$ cat src/rtl/riscv_if_aligner_fifo_pkg.sv
// Shared types and helpers for the IF-stage aligner FIFO.
package riscv_if_pkg;

  localparam int unsigned ILEN = 32;

  // Low two bits of a halfword that mark a full-length (uncompressed) instruction
  localparam logic [1:0] RVC_UNCOMP = 2'b11;

  typedef enum logic [1:0] {
    S_ALIGNED = 2'd0,
    S_HALF    = 2'd1,
    S_SKIP    = 2'd2
  } align_state_e;

  // True when the halfword starts a 16-bit compressed instruction
  function automatic logic is_rvc(input logic [15:0] hw);
    return hw[1:0] != RVC_UNCOMP;
  endfunction

endpackage

$ cat src/rtl/riscv_if_aligner_fifo_if.sv
// Fetch-side and decode-side handshake bundle of the aligner FIFO.
interface riscv_if_aligner_fifo_if #(
  parameter int unsigned PC_WIDTH = 32
);

  logic                branch_i;
  logic [PC_WIDTH-1:0] branch_addr_i;
  logic                fetch_valid_i;
  logic                fetch_ready_o;
  logic [31:0]         fetch_rdata_i;
  logic [PC_WIDTH-1:0] fetch_addr_i;
  logic                instr_valid_o;
  logic                instr_ready_i;
  logic [31:0]         instr_rdata_o;
  logic [PC_WIDTH-1:0] instr_pc_o;
  logic                instr_is_compressed_o;
  logic                busy_o;

  // Surrounding pipeline: prefetch buffer and IF/ID register
  modport master (
    output branch_i, branch_addr_i, fetch_valid_i, fetch_rdata_i, fetch_addr_i, instr_ready_i,
    input  fetch_ready_o, instr_valid_o, instr_rdata_o, instr_pc_o, instr_is_compressed_o, busy_o
  );

  // The aligner itself
  modport slave (
    input  branch_i, branch_addr_i, fetch_valid_i, fetch_rdata_i, fetch_addr_i, instr_ready_i,
    output fetch_ready_o, instr_valid_o, instr_rdata_o, instr_pc_o, instr_is_compressed_o, busy_o
  );

endinterface

$ cat src/rtl/riscv_if_aligner_fifo_fifo.sv
// Word FIFO holding {address, data} pairs between prefetch and aligner.
module riscv_if_fifo #(
  parameter int unsigned DEPTH = 4,
  parameter int unsigned WIDTH = 64
) (
  input  logic             clk,
  input  logic             rst_n,
  input  logic             flush,
  input  logic             push,
  input  logic [WIDTH-1:0] wdata,
  input  logic             pop,
  output logic [WIDTH-1:0] rdata,
  output logic             full,
  output logic             empty
);

  localparam int unsigned AW = (DEPTH > 1) ? $clog2(DEPTH) : 1;
  localparam logic [AW:0] FULL_CNT = (AW+1)'(DEPTH);

  logic [WIDTH-1:0] mem_q [DEPTH];
  logic [AW-1:0]    wr_ptr_q;
  logic [AW-1:0]    rd_ptr_q;
  logic [AW:0]      count_q;
  logic             do_push;
  logic             do_pop;

  assign full    = (count_q == FULL_CNT);
  assign empty   = (count_q == '0);
  assign do_push = push & ~full & ~flush;
  assign do_pop  = pop & ~empty & ~flush;
  assign rdata   = mem_q[rd_ptr_q];

  // Pointer and occupancy bookkeeping; flush wins over push/pop
  always_ff @(posedge clk or negedge rst_n) begin
    if (!rst_n) begin
      wr_ptr_q <= '0;
      rd_ptr_q <= '0;
      count_q  <= '0;
    end else if (flush) begin
      wr_ptr_q <= '0;
      rd_ptr_q <= '0;
      count_q  <= '0;
    end else begin
      if (do_push) wr_ptr_q <= wr_ptr_q + AW'(1);
      if (do_pop)  rd_ptr_q <= rd_ptr_q + AW'(1);
      if (do_push && !do_pop)      count_q <= count_q + (AW+1)'(1);
      else if (do_pop && !do_push) count_q <= count_q - (AW+1)'(1);
    end
  end

  // Storage array; contents are don't-care until written
  always_ff @(posedge clk) begin
    if (do_push) mem_q[wr_ptr_q] <= wdata;
  end

endmodule

$ cat src/rtl/riscv_if_aligner_fifo.sv
// IF-stage fetch FIFO with RVC realignment: emits one raw instruction plus PC
// per handshake. Optional zero-latency bypass: RISCV_IF_ALIGNER_BYPASS_EN.
module riscv_if_aligner_fifo
  import riscv_if_pkg::*;
#(
  parameter int unsigned DEPTH    = 4,
  parameter int unsigned PC_WIDTH = 32
) (
  input logic clk,
  input logic rst_n,
  riscv_if_aligner_fifo_if.slave bus
);

  localparam int unsigned EW = PC_WIDTH + ILEN;

  localparam logic [1:0] ST_ALIGNED = 2'(S_ALIGNED);
  localparam logic [1:0] ST_HALF    = 2'(S_HALF);
  localparam logic [1:0] ST_SKIP    = 2'(S_SKIP);

  logic [1:0]          state_q, state_d;
  logic [15:0]         hold_q, hold_d;
  logic [PC_WIDTH-1:0] hold_pc_q, hold_pc_d;
  logic                hold_vld_q, hold_vld_d;

  logic                fifo_full, fifo_empty;
  logic [EW-1:0]       fifo_rdata;
  logic                fifo_push_c, fifo_pop_c;
  logic                push_req_c, pop_c, bypass_c;
  logic                head_vld_c;
  logic [ILEN-1:0]     head_word_c;
  logic [PC_WIDTH-1:0] head_addr_c;
  logic                valid_c;
  logic [ILEN-1:0]     data_c;
  logic [PC_WIDTH-1:0] pc_c;
  logic                unused_c;

  // Only bit 1 of the branch target matters; the data carries its own address
  assign unused_c = ^{bus.branch_addr_i[PC_WIDTH-1:2], bus.branch_addr_i[0]};

  assign push_req_c = bus.fetch_valid_i & ~fifo_full & ~bus.branch_i;

`ifdef RISCV_IF_ALIGNER_BYPASS_EN
  logic xfer_c;
  // An empty FIFO in S_ALIGNED lets the incoming word feed the output directly
  assign bypass_c    = fifo_empty & (state_q == ST_ALIGNED) & push_req_c;
  assign head_vld_c  = ~fifo_empty | bypass_c;
  assign head_word_c = bypass_c ? bus.fetch_rdata_i : fifo_rdata[ILEN-1:0];
  assign head_addr_c = bypass_c ? bus.fetch_addr_i  : fifo_rdata[EW-1:ILEN];
  assign xfer_c      = valid_c & bus.instr_ready_i & ~bus.branch_i;
  assign fifo_push_c = push_req_c & ~(bypass_c & xfer_c);
`else
  assign bypass_c    = 1'b0;
  assign head_vld_c  = ~fifo_empty;
  assign head_word_c = fifo_rdata[ILEN-1:0];
  assign head_addr_c = fifo_rdata[EW-1:ILEN];
  assign fifo_push_c = push_req_c;
`endif

  assign fifo_pop_c = pop_c & ~bypass_c;

  riscv_if_fifo #(
    .DEPTH (DEPTH),
    .WIDTH (EW)
  ) u_fifo (
    .clk   (clk),
    .rst_n (rst_n),
    .flush (bus.branch_i),
    .push  (fifo_push_c),
    .wdata ({bus.fetch_addr_i, bus.fetch_rdata_i}),
    .pop   (fifo_pop_c),
    .rdata (fifo_rdata),
    .full  (fifo_full),
    .empty (fifo_empty)
  );

  // Aligner state and halfword hold register
  always_ff @(posedge clk or negedge rst_n) begin
    if (!rst_n) begin
      state_q    <= ST_ALIGNED;
      hold_q     <= '0;
      hold_pc_q  <= '0;
      hold_vld_q <= 1'b0;
    end else begin
      state_q    <= state_d;
      hold_q     <= hold_d;
      hold_pc_q  <= hold_pc_d;
      hold_vld_q <= hold_vld_d;
    end
  end

  // Next-state, FIFO pop and output instruction selection
  always_comb begin
    state_d    = state_q;
    hold_d     = hold_q;
    hold_pc_d  = hold_pc_q;
    hold_vld_d = hold_vld_q;
    pop_c      = 1'b0;
    valid_c    = 1'b0;
    data_c     = '0;
    pc_c       = '0;

    case (state_q)
      ST_ALIGNED: begin
        valid_c = head_vld_c;
        pc_c    = head_addr_c;
        if (is_rvc(head_word_c[15:0])) begin
          data_c = {16'h0, head_word_c[15:0]};
          if (valid_c && bus.instr_ready_i) begin
            pop_c      = 1'b1;
            hold_d     = head_word_c[31:16];
            hold_pc_d  = head_addr_c + PC_WIDTH'(2);
            hold_vld_d = 1'b1;
            state_d    = ST_HALF;
          end
        end else begin
          data_c = head_word_c;
          if (valid_c && bus.instr_ready_i) pop_c = 1'b1;
        end
      end

      ST_HALF: begin
        pc_c = hold_pc_q;
        if (is_rvc(hold_q)) begin
          valid_c = 1'b1;
          data_c  = {16'h0, hold_q};
          if (bus.instr_ready_i) begin
            hold_vld_d = 1'b0;
            state_d    = ST_ALIGNED;
          end
        end else begin
          valid_c = head_vld_c;
          data_c  = {head_word_c[15:0], hold_q};
          if (valid_c && bus.instr_ready_i) begin
            pop_c     = 1'b1;
            hold_d    = head_word_c[31:16];
            hold_pc_d = head_addr_c + PC_WIDTH'(2);
          end
        end
      end

      ST_SKIP: begin
        if (head_vld_c) begin
          pop_c      = 1'b1;
          hold_d     = head_word_c[31:16];
          hold_pc_d  = head_addr_c + PC_WIDTH'(2);
          hold_vld_d = 1'b1;
          state_d    = ST_HALF;
        end
      end

      default: begin
        state_d    = ST_ALIGNED;
        hold_vld_d = 1'b0;
      end
    endcase

    if (bus.branch_i) begin
      state_d    = bus.branch_addr_i[1] ? ST_SKIP : ST_ALIGNED;
      hold_d     = '0;
      hold_pc_d  = '0;
      hold_vld_d = 1'b0;
      pop_c      = 1'b0;
    end
  end

  assign bus.fetch_ready_o         = ~fifo_full;
  assign bus.instr_valid_o         = valid_c;
  assign bus.instr_rdata_o         = valid_c ? data_c : '0;
  assign bus.instr_pc_o            = valid_c ? pc_c : '0;
  assign bus.instr_is_compressed_o = valid_c & is_rvc(data_c[15:0]);
  assign bus.busy_o                = ~fifo_empty | hold_vld_q;

endmodule

$ cat src/flat_wrapper.sv
// flat-port wrapper written by rule: the top's interface ports become plain ports
module riscv_if_aligner_fifo_flat import riscv_if_pkg::*;
#(
  parameter int unsigned DEPTH    = 4,
  parameter int unsigned PC_WIDTH = 32
)
  (clk, rst_n, bus_branch_i, bus_branch_addr_i, bus_fetch_valid_i, bus_fetch_rdata_i, bus_fetch_addr_i, bus_instr_ready_i, bus_fetch_ready_o, bus_instr_valid_o, bus_instr_rdata_o, bus_instr_pc_o, bus_instr_is_compressed_o, bus_busy_o);
  riscv_if_aligner_fifo_if #(.PC_WIDTH(PC_WIDTH)) bus_i ();
  input logic clk;
  input logic rst_n;
  input wire logic [$bits(bus_i.branch_i)-1:0] bus_branch_i;
  input wire logic [$bits(bus_i.branch_addr_i)-1:0] bus_branch_addr_i;
  input wire logic [$bits(bus_i.fetch_valid_i)-1:0] bus_fetch_valid_i;
  input wire logic [$bits(bus_i.fetch_rdata_i)-1:0] bus_fetch_rdata_i;
  input wire logic [$bits(bus_i.fetch_addr_i)-1:0] bus_fetch_addr_i;
  input wire logic [$bits(bus_i.instr_ready_i)-1:0] bus_instr_ready_i;
  output wire logic [$bits(bus_i.fetch_ready_o)-1:0] bus_fetch_ready_o;
  output wire logic [$bits(bus_i.instr_valid_o)-1:0] bus_instr_valid_o;
  output wire logic [$bits(bus_i.instr_rdata_o)-1:0] bus_instr_rdata_o;
  output wire logic [$bits(bus_i.instr_pc_o)-1:0] bus_instr_pc_o;
  output wire logic [$bits(bus_i.instr_is_compressed_o)-1:0] bus_instr_is_compressed_o;
  output wire logic [$bits(bus_i.busy_o)-1:0] bus_busy_o;
  assign bus_i.branch_i = bus_branch_i;
  assign bus_i.branch_addr_i = bus_branch_addr_i;
  assign bus_i.fetch_valid_i = bus_fetch_valid_i;
  assign bus_i.fetch_rdata_i = bus_fetch_rdata_i;
  assign bus_i.fetch_addr_i = bus_fetch_addr_i;
  assign bus_i.instr_ready_i = bus_instr_ready_i;
  assign bus_fetch_ready_o = bus_i.fetch_ready_o;
  assign bus_instr_valid_o = bus_i.instr_valid_o;
  assign bus_instr_rdata_o = bus_i.instr_rdata_o;
  assign bus_instr_pc_o = bus_i.instr_pc_o;
  assign bus_instr_is_compressed_o = bus_i.instr_is_compressed_o;
  assign bus_busy_o = bus_i.busy_o;
  riscv_if_aligner_fifo #(.DEPTH(DEPTH), .PC_WIDTH(PC_WIDTH)) u_core (.clk(clk), .rst_n(rst_n), .bus(bus_i));
endmodule
$ cat config.mk
export PLATFORM = sky130hd
export DESIGN_NAME = riscv_if_aligner_fifo_flat
export DESIGN_NICKNAME = d
export VERILOG_FILES = /design/src/rtl/riscv_if_aligner_fifo_pkg.sv /design/src/rtl/riscv_if_aligner_fifo_if.sv /design/src/rtl/riscv_if_aligner_fifo_fifo.sv /design/src/rtl/riscv_if_aligner_fifo.sv /design/src/flat_wrapper.sv
export SDC_FILE = /design/constraint.sdc
export NUM_CORES = 1
export LEC_CHECK = 0
export ABC_AREA = 1
export BUFFER_PORTS_ARGS = -buffer_cell sky130_fd_sc_hd__buf_2
export CORE_MARGIN = 1
export CORE_UTILIZATION = 59
export DETAILED_ROUTE_END_ITERATION = 8
export PLACE_DENSITY = 0.85
export SYNTH_ARGS = -nofsm -noshare
export SYNTH_HDL_FRONTEND = slang
export SYNTH_SLANG_ARGS = --single-unit
export TNS_END_PERCENT = 20
$ cat constraint.sdc
create_clock -name clk -period 5.3 [get_ports clk]
set_clock_uncertainty 0.1 [all_clocks]
set_input_delay 0.53 -clock clk [delete_from_list [all_inputs] [get_ports clk]]
set_output_delay 0.53 -clock clk [all_outputs]
set_load 0.02 [all_outputs]
After elaboration in Yosys (flattened, before gate mapping) --
Memory sizes are Yosys's and may differ from the RTL's. Index checks and enable logic that the tools add are counted.
Word-level totals: bits of input ports 101, memories 1, word-level logic and storage cells 98, output and inout port bits 68, memory bits (writable) 256, bits in registers 58
Memory list:
- u_core.u_fifo.mem_q | words 4, bits a word 64, rd ports 1, clocked after Yosys merged registers in 0, wr ports 1, line riscv_if_aligner_fifo_fifo.sv:20 | logic [WIDTH-1:0] mem_q [DEPTH];
Operators by class: multiplexer cells 49, bitwise operators 11, add/subtract/negate cells 5, reductions and logical operators 13, eq/ne operators 12
Operators with widths (number):
- 2-to-1 mux 32 bit | 9
- case mux 32 bit (2 select lines) | 2
- case mux 32 bit (3 select lines) | 1
- 2-to-1 mux 16 bit | 5
- case mux 16 bit (3 select lines) | 1
- adder 32 x 2 -> 32 bit (second input constant) | 1
- 2-to-1 mux 2 bit | 11
- 2-to-1 mux 1 bit | 13
- 2-to-1 mux 3 bit | 3
- inequality test 3 x 2 -> 1 bit (second input constant) | 3
- inequality test 3 bit (second input constant) | 3
- bitwise AND 1 bit | 7
- inequality test 2 bit (second input constant) | 3
- case mux 1 bit (3 select lines) | 2
- case mux 2 bit (3 select lines) | 1
- AND reduction 5 bit | 1
- adder 2 x 1 -> 2 bit (second input constant) | 2
- AND reduction 4 bit | 1
- nonzero test 2 bit | 2
- nonzero test 4 bit | 1
- adder 3 x 1 -> 3 bit (second input constant) | 1
- equality test 3 bit (second input constant) | 1
- logical AND 1 bit | 3
- logical NOT 3 bit | 1
- other kinds (9) | 12

Longest topological paths before layout --
word-level depth 13, depth in mapped cells 17, mapped depth without buffers 14

Cells and area by module --
From an unflattened synthesis, not the netlist that was laid out.
Unflattened totals: cell total of the unflattened synthesis 1322, area, all modules 13857.0 µm²
Modules (own cells, without submodules):
- riscv_if_fifo | area each 9993.3 µm², cells each 687, seq. area each 7862.5 µm², times used 1
- riscv_if_aligner_fifo | area each 3863.7 µm², cells each 635, seq. area each 1251.2 µm², times used 1

Least setup slack after synthesis --
OpenSTA, ideal clock, no wires.
kind input port to flip-flop, start input bus_branch_i, end memory u_core.u_fifo.mem_q[0][0] (enable), cell stages on the path 4, arrival time 3691 ps, required time 4713 ps, slack 1023 ps, buffers on the path 1, setup time 487 ps, cells stage by stage inv_1 > buf_2 > nand3_1 > nor2_1
On the way: word-level cells in the longest chain between the ends 6
RTL lines:
- from (decl) | line flat_wrapper.sv:11 | input wire logic [$bits(bus_i.branch_i)-1:0] bus_branch_i;
- NOT 1 bit (*) | line riscv_if_aligner_fifo_fifo.sv:29, riscv_if_aligner_fifo.sv:40
- bitwise AND 1 bit | line riscv_if_aligner_fifo.sv:40 | assign push_req_c = bus.fetch_valid_i & ~fifo_full & ~bus.branch_i;
- bitwise AND 1 bit | line riscv_if_aligner_fifo_fifo.sv:29 | assign do_push = push & ~full & ~flush;
- bitwise AND 1 bit (*) | line riscv_if_aligner_fifo_fifo.sv:29
- 2-to-1 mux 1 bit (*) | line riscv_if_aligner_fifo_fifo.sv:53 | if (do_push) mem_q[wr_ptr_q] <= wdata;
- 2-to-1 mux 1 bit (implied by the code) (*) | line riscv_if_aligner_fifo_fifo.sv:53
- to (decl) | line riscv_if_aligner_fifo_fifo.sv:20
Every way passes the cells marked *; elsewhere a longest branch is shown, timed or not.

Worst setup path after layout --
start register u_core.u_fifo.rd_ptr_q[0], end output bus_instr_rdata_o[19]
On the way: word-level cells in the longest chain between the ends 5, elaborated cells on any way between the ends 6, those cells by class eq/ne (1); mux (4); memory (1)
RTL lines:
- from (decl) | line riscv_if_aligner_fifo_fifo.sv:22 | logic [AW-1:0] rd_ptr_q;
- from (signal assigned) | line riscv_if_aligner_fifo_fifo.sv:45 | if (do_pop) rd_ptr_q <= rd_ptr_q + AW'(1);
- memory read (4 x 64 bit) (*)
- inequality test 2 bit | line riscv_if_aligner_fifo_pkg.sv:17 | return hw[1:0] != RVC_UNCOMP;
- 2-to-1 mux 32 bit | line riscv_if_aligner_fifo.sv:106 | if (is_rvc(head_word_c[15:0])) begin
- case mux 32 bit (2 select lines) (*) | line riscv_if_aligner_fifo.sv:102 | case (state_q)
- 2-to-1 mux 32 bit (*) | line riscv_if_aligner_fifo.sv:168 | assign bus.instr_rdata_o = valid_c ? data_c : '0;
- to (decl) | line flat_wrapper.sv:19 | output wire logic [$bits(bus_i.instr_rdata_o)-1:0] bus_instr_rdata_o;
Marks and branches as above.

==> impl_metrics.yaml <==
synthesis:
  yosys_warnings: 0
  synthSimpleGateAreaFrac: 0.2278
  ys_ff_latch: 313
  yosysUniqueCellTypes: 37
  synth_compound_area_frac: 0.08210
  synth_xor_area_frac: 0.003649
  synthMuxAreaShare: 0
  synth_edf_count: 256
  synthCells: 1468
  ys.flop_type: "edfxtp_1"
  synthesis.nets: 1575
  synth_area_um2: 14400
  synth-async-reset-ratio: 0.1821
  synth_top_family_by_area: "simple AND/OR/NAND/NOR gates"
  ys_seq_area_frac: 0.6328
  synthAdderAreaFrac: 0.005734
  synth_area_per_cell_um2: 9.811
status:
  status: "finished clean"
worst_setup_path:
  worstSetupStartpointType: "register"
  crit_type: "register to output pin"
  cp.arrival_ns: 3.71
  critPathTopFamily: "buffers and inverters"
  worst_path_max_delay_cell: "dfrtp_4"
  cpPeakStageDelay_ns: 0.72
  required_ns: 4.67
  critPathBufInv: 4
  crit_chain: "clkinv_2 > buf_4 > buf_4 > nand2_1 > a32o_1 > o31ai_1 > buf_2"
  r2r_start: "u_core.u_fifo.rd_ptr_q[0]"
  crit_fanout: 52
  cp-startpoint: "u_core.u_fifo.rd_ptr_q[0]"
  critical_path.most_common_cell: "buf_4"
  worstSetupEndpointType: "output pin"
cts:
  cts_max_level: 1
  hold_buffers: 0
  cts_tree: "built"
  clockBufferDepth: 3
  cts_root_buffer: "clkbuf_16"
  clkLatencyLatePin_ns: 0.57
  cts-buffers-inserted: 31
  cts_resized: 0
  cts_setup_buffers: 0
  cts.sinks: 313
  clkTransAtPathRegs_ns: 0.06
route:
  num_vias: 11370
  drtAntennaViolNets: 0
  routed_wl_um: 36950
  routedWlPerCell_um: 19.16
  drcViolationCount: 0
  drt_iter0_drc: 1245
  dr.pass1.iters: 6
  vias_per_cell: 5.893
sta:
  clock.fmax_ghz: 0.2306
  worst_slew_pin_slew_ns: 0.9381
  finalHoldViolations: 0
  max-slew-margin-rel: 0.3737
  fin_setup_tns_ns: 0
  post-route-period-util: 0.8182
  setup-violations-final: 0
  finalWorstSetupSlack_ns: 0.9637
  finalCriticalPeriod_ns: 4.336
  drv_slew: 0
  hold-worst-slack_ns: 0.01897
  rsz0062_at_grt: "false"
die:
  die_y_um: 158.2
  io_pins: 169
  design.die.area_um2: 25040
  start_util: 0.6081
  row_count: 56
  die_x_um: 158.2
  coreArea_um2: 23680
placed_design:
  dp_slack_ns: 1.559
  hpwlAfterDp_um: 23590
  place.gp.congestion: 0.9524
  place_inst: 1866
  port_buffers: 137
  postPlaceCellArea_um2: 15240
global_route:
  grt_first_pass_wirelength_um: 56500
  grtUsageTotal: 0.2974
  grt_max_degree: 81
  grt_pass1_vias: 10530
  antenna_found_initial: 6
  grt-ovfl-total: 0
cells_and_area:
  layout_commonest_cell: "nand2_1"
  drive_above_1_share: 0.1565
  stdcell_count: 1929
  post-route-cell-area_um2: 16320
  syn_to_final_growth_pct: 13.30
  nFillCells: 1769
  mostFrequentLayoutCells: "nand2_1 (548), edfxtp_1 (256), buf_2 (137)"
  final_nets: 1687
pwr:
  switching_share: 0.3924
  combPwrFrac: 0.353
  power_density_nw_per_um2: 511.5
  p_int_uw: 5071
  seqPwrFrac: 0.377
  p_leak_uw: 0.006624
  ir_drop_mv: 0.3420
  switchingPower_uw: 3276
  clock_power_share: 0.271
flow_run:
  maxCapViolCount: 0
worst_hold_path:
  hold_class: "input pin to asynchronous set/reset pin"
## cell usage after synthesis (2+ instances only)
cell,number,area [um^2]
nand2_1,548,2057
edfxtp_1,256,7687
nor2_1,109,409.1
nand3_1,99,495.5
o21ai_0,73,365.4
a21oi_1,70,350.3
dfrtp_1,57,1426
inv_1,51,191.4
clkbuf_1,26,97.59
buf_2,25,125.1
o22ai_1,22,137.6
nand2_2,14,87.58
a32o_1,13,130.1
inv_2,12,45.04
nand4_1,12,75.07
o31ai_1,12,90.09
buf_6,10,112.6
nor2_2,8,50.05
buf_4,7,52.55
ha_1,5,62.56
xor2_1,5,43.79
a22o_1,4,35.03
nand3_2,4,40.04
nor2_4,4,45.04
o211ai_1,4,30.03
nor3_1,3,15.01
o21ai_1,3,15.01
buf_1,2,7.510
buf_12,2,40.04
## worst register-to-register path, cell delays in order (launching register included)
cell	delay, ns
dfrtp_4	0.81
buf_4	0.75
nand2_1	0.11
nand3_1	0.13
nand2_1	0.09
nor2_1	0.26
nand2_1	0.10
inv_2	0.10
nor2_4	0.07
nand2_2	0.44
inv_2	0.37
nand2_1	0.24
nand2_1	0.07
nand2_1	0.06
nand2_1	0.04
## state kept, by name, summed over array words and instances, names as in the netlist
| signal | count |
|---|---|
| u_core.state_q | 2 |
| u_core.hold_q | 16 |
| u_core.hold_pc_q | 32 |
| u_core.u_fifo.mem_q | 256 |
| u_core.u_fifo.wr_ptr_q | 2 |
| u_core.u_fifo.rd_ptr_q | 2 |
| u_core.u_fifo.count_q | 3 |
## kinds of logic after synthesis
kind of cell             Yosys count
AO/OA/AOI/OAI                    204
XOR/XNOR                           6
adder cells (fa/ha/maj)            6
buffers and inverters            137
flip-flops                       313
AND/OR/NAND/NOR                  802
## path summary, 6_finish.rpt
kind,end,slack (ns),cells after the start
hold / removal,u_core.hold_q[12],0.02,2
max in group asynchronous,u_core.u_fifo.rd_ptr_q[0],4.44,2
hold reg to reg,u_core.hold_pc_q[31],0.38,2
min in group clk,u_core.u_fifo.mem_q[3][14],0.06,1
setup reg to reg,u_core.hold_pc_q[21],1.45,14
setup / recovery,bus_instr_rdata_o[19],0.96,7
## layer usage
metal | vias to the layer above | GRT usage | part of all wire
met1 | 5322 | 0.4165 | 0.40
met4 | 2 | 0.1232 | 0.036
met5 | - | 0 | 0.00027
li1 | 5232 | - | -
met2 | 686 | 0.4622 | 0.46
met3 | 126 | 0.05092 | 0.10
## power by group through the flow
stage	clock network [uW]	registers [uW]	logic [uW]
6_report	2260	3140	2940
5_1_grt	2370	3170	3200
4_1_cts	2270	3140	2890
3_5_place_dp	0	3180	2860
3_3_place_gp	0	3170	2790
2_1_floorplan	0	3100	2140
## metrics by stage
stage,total power (uW),utilization
after CTS,8288,0.6884
after detailed placement,6044,0.6437
after global routing,8741,0.6887
after global placement,5956,0.6437
after floorplan,5241,-
final,8347,0.6890
## layout make-up
class,instances,area [um^2],area share
Antenna cell,6,15.01,0.0009201
Clock buffer,42,867.1,0.05314
Clock inverter,15,192.7,0.01181
Inverter,64,241.5,0.01480
Multi-Input combinational cell,1018,4636,0.2841
Sequential cell,313,9119,0.5588
Tap cell,319,399.1,0.02446
Timing Repair Buffer,152,848.3,0.05199
Note: power is estimated with default switching activity, not from simulation.
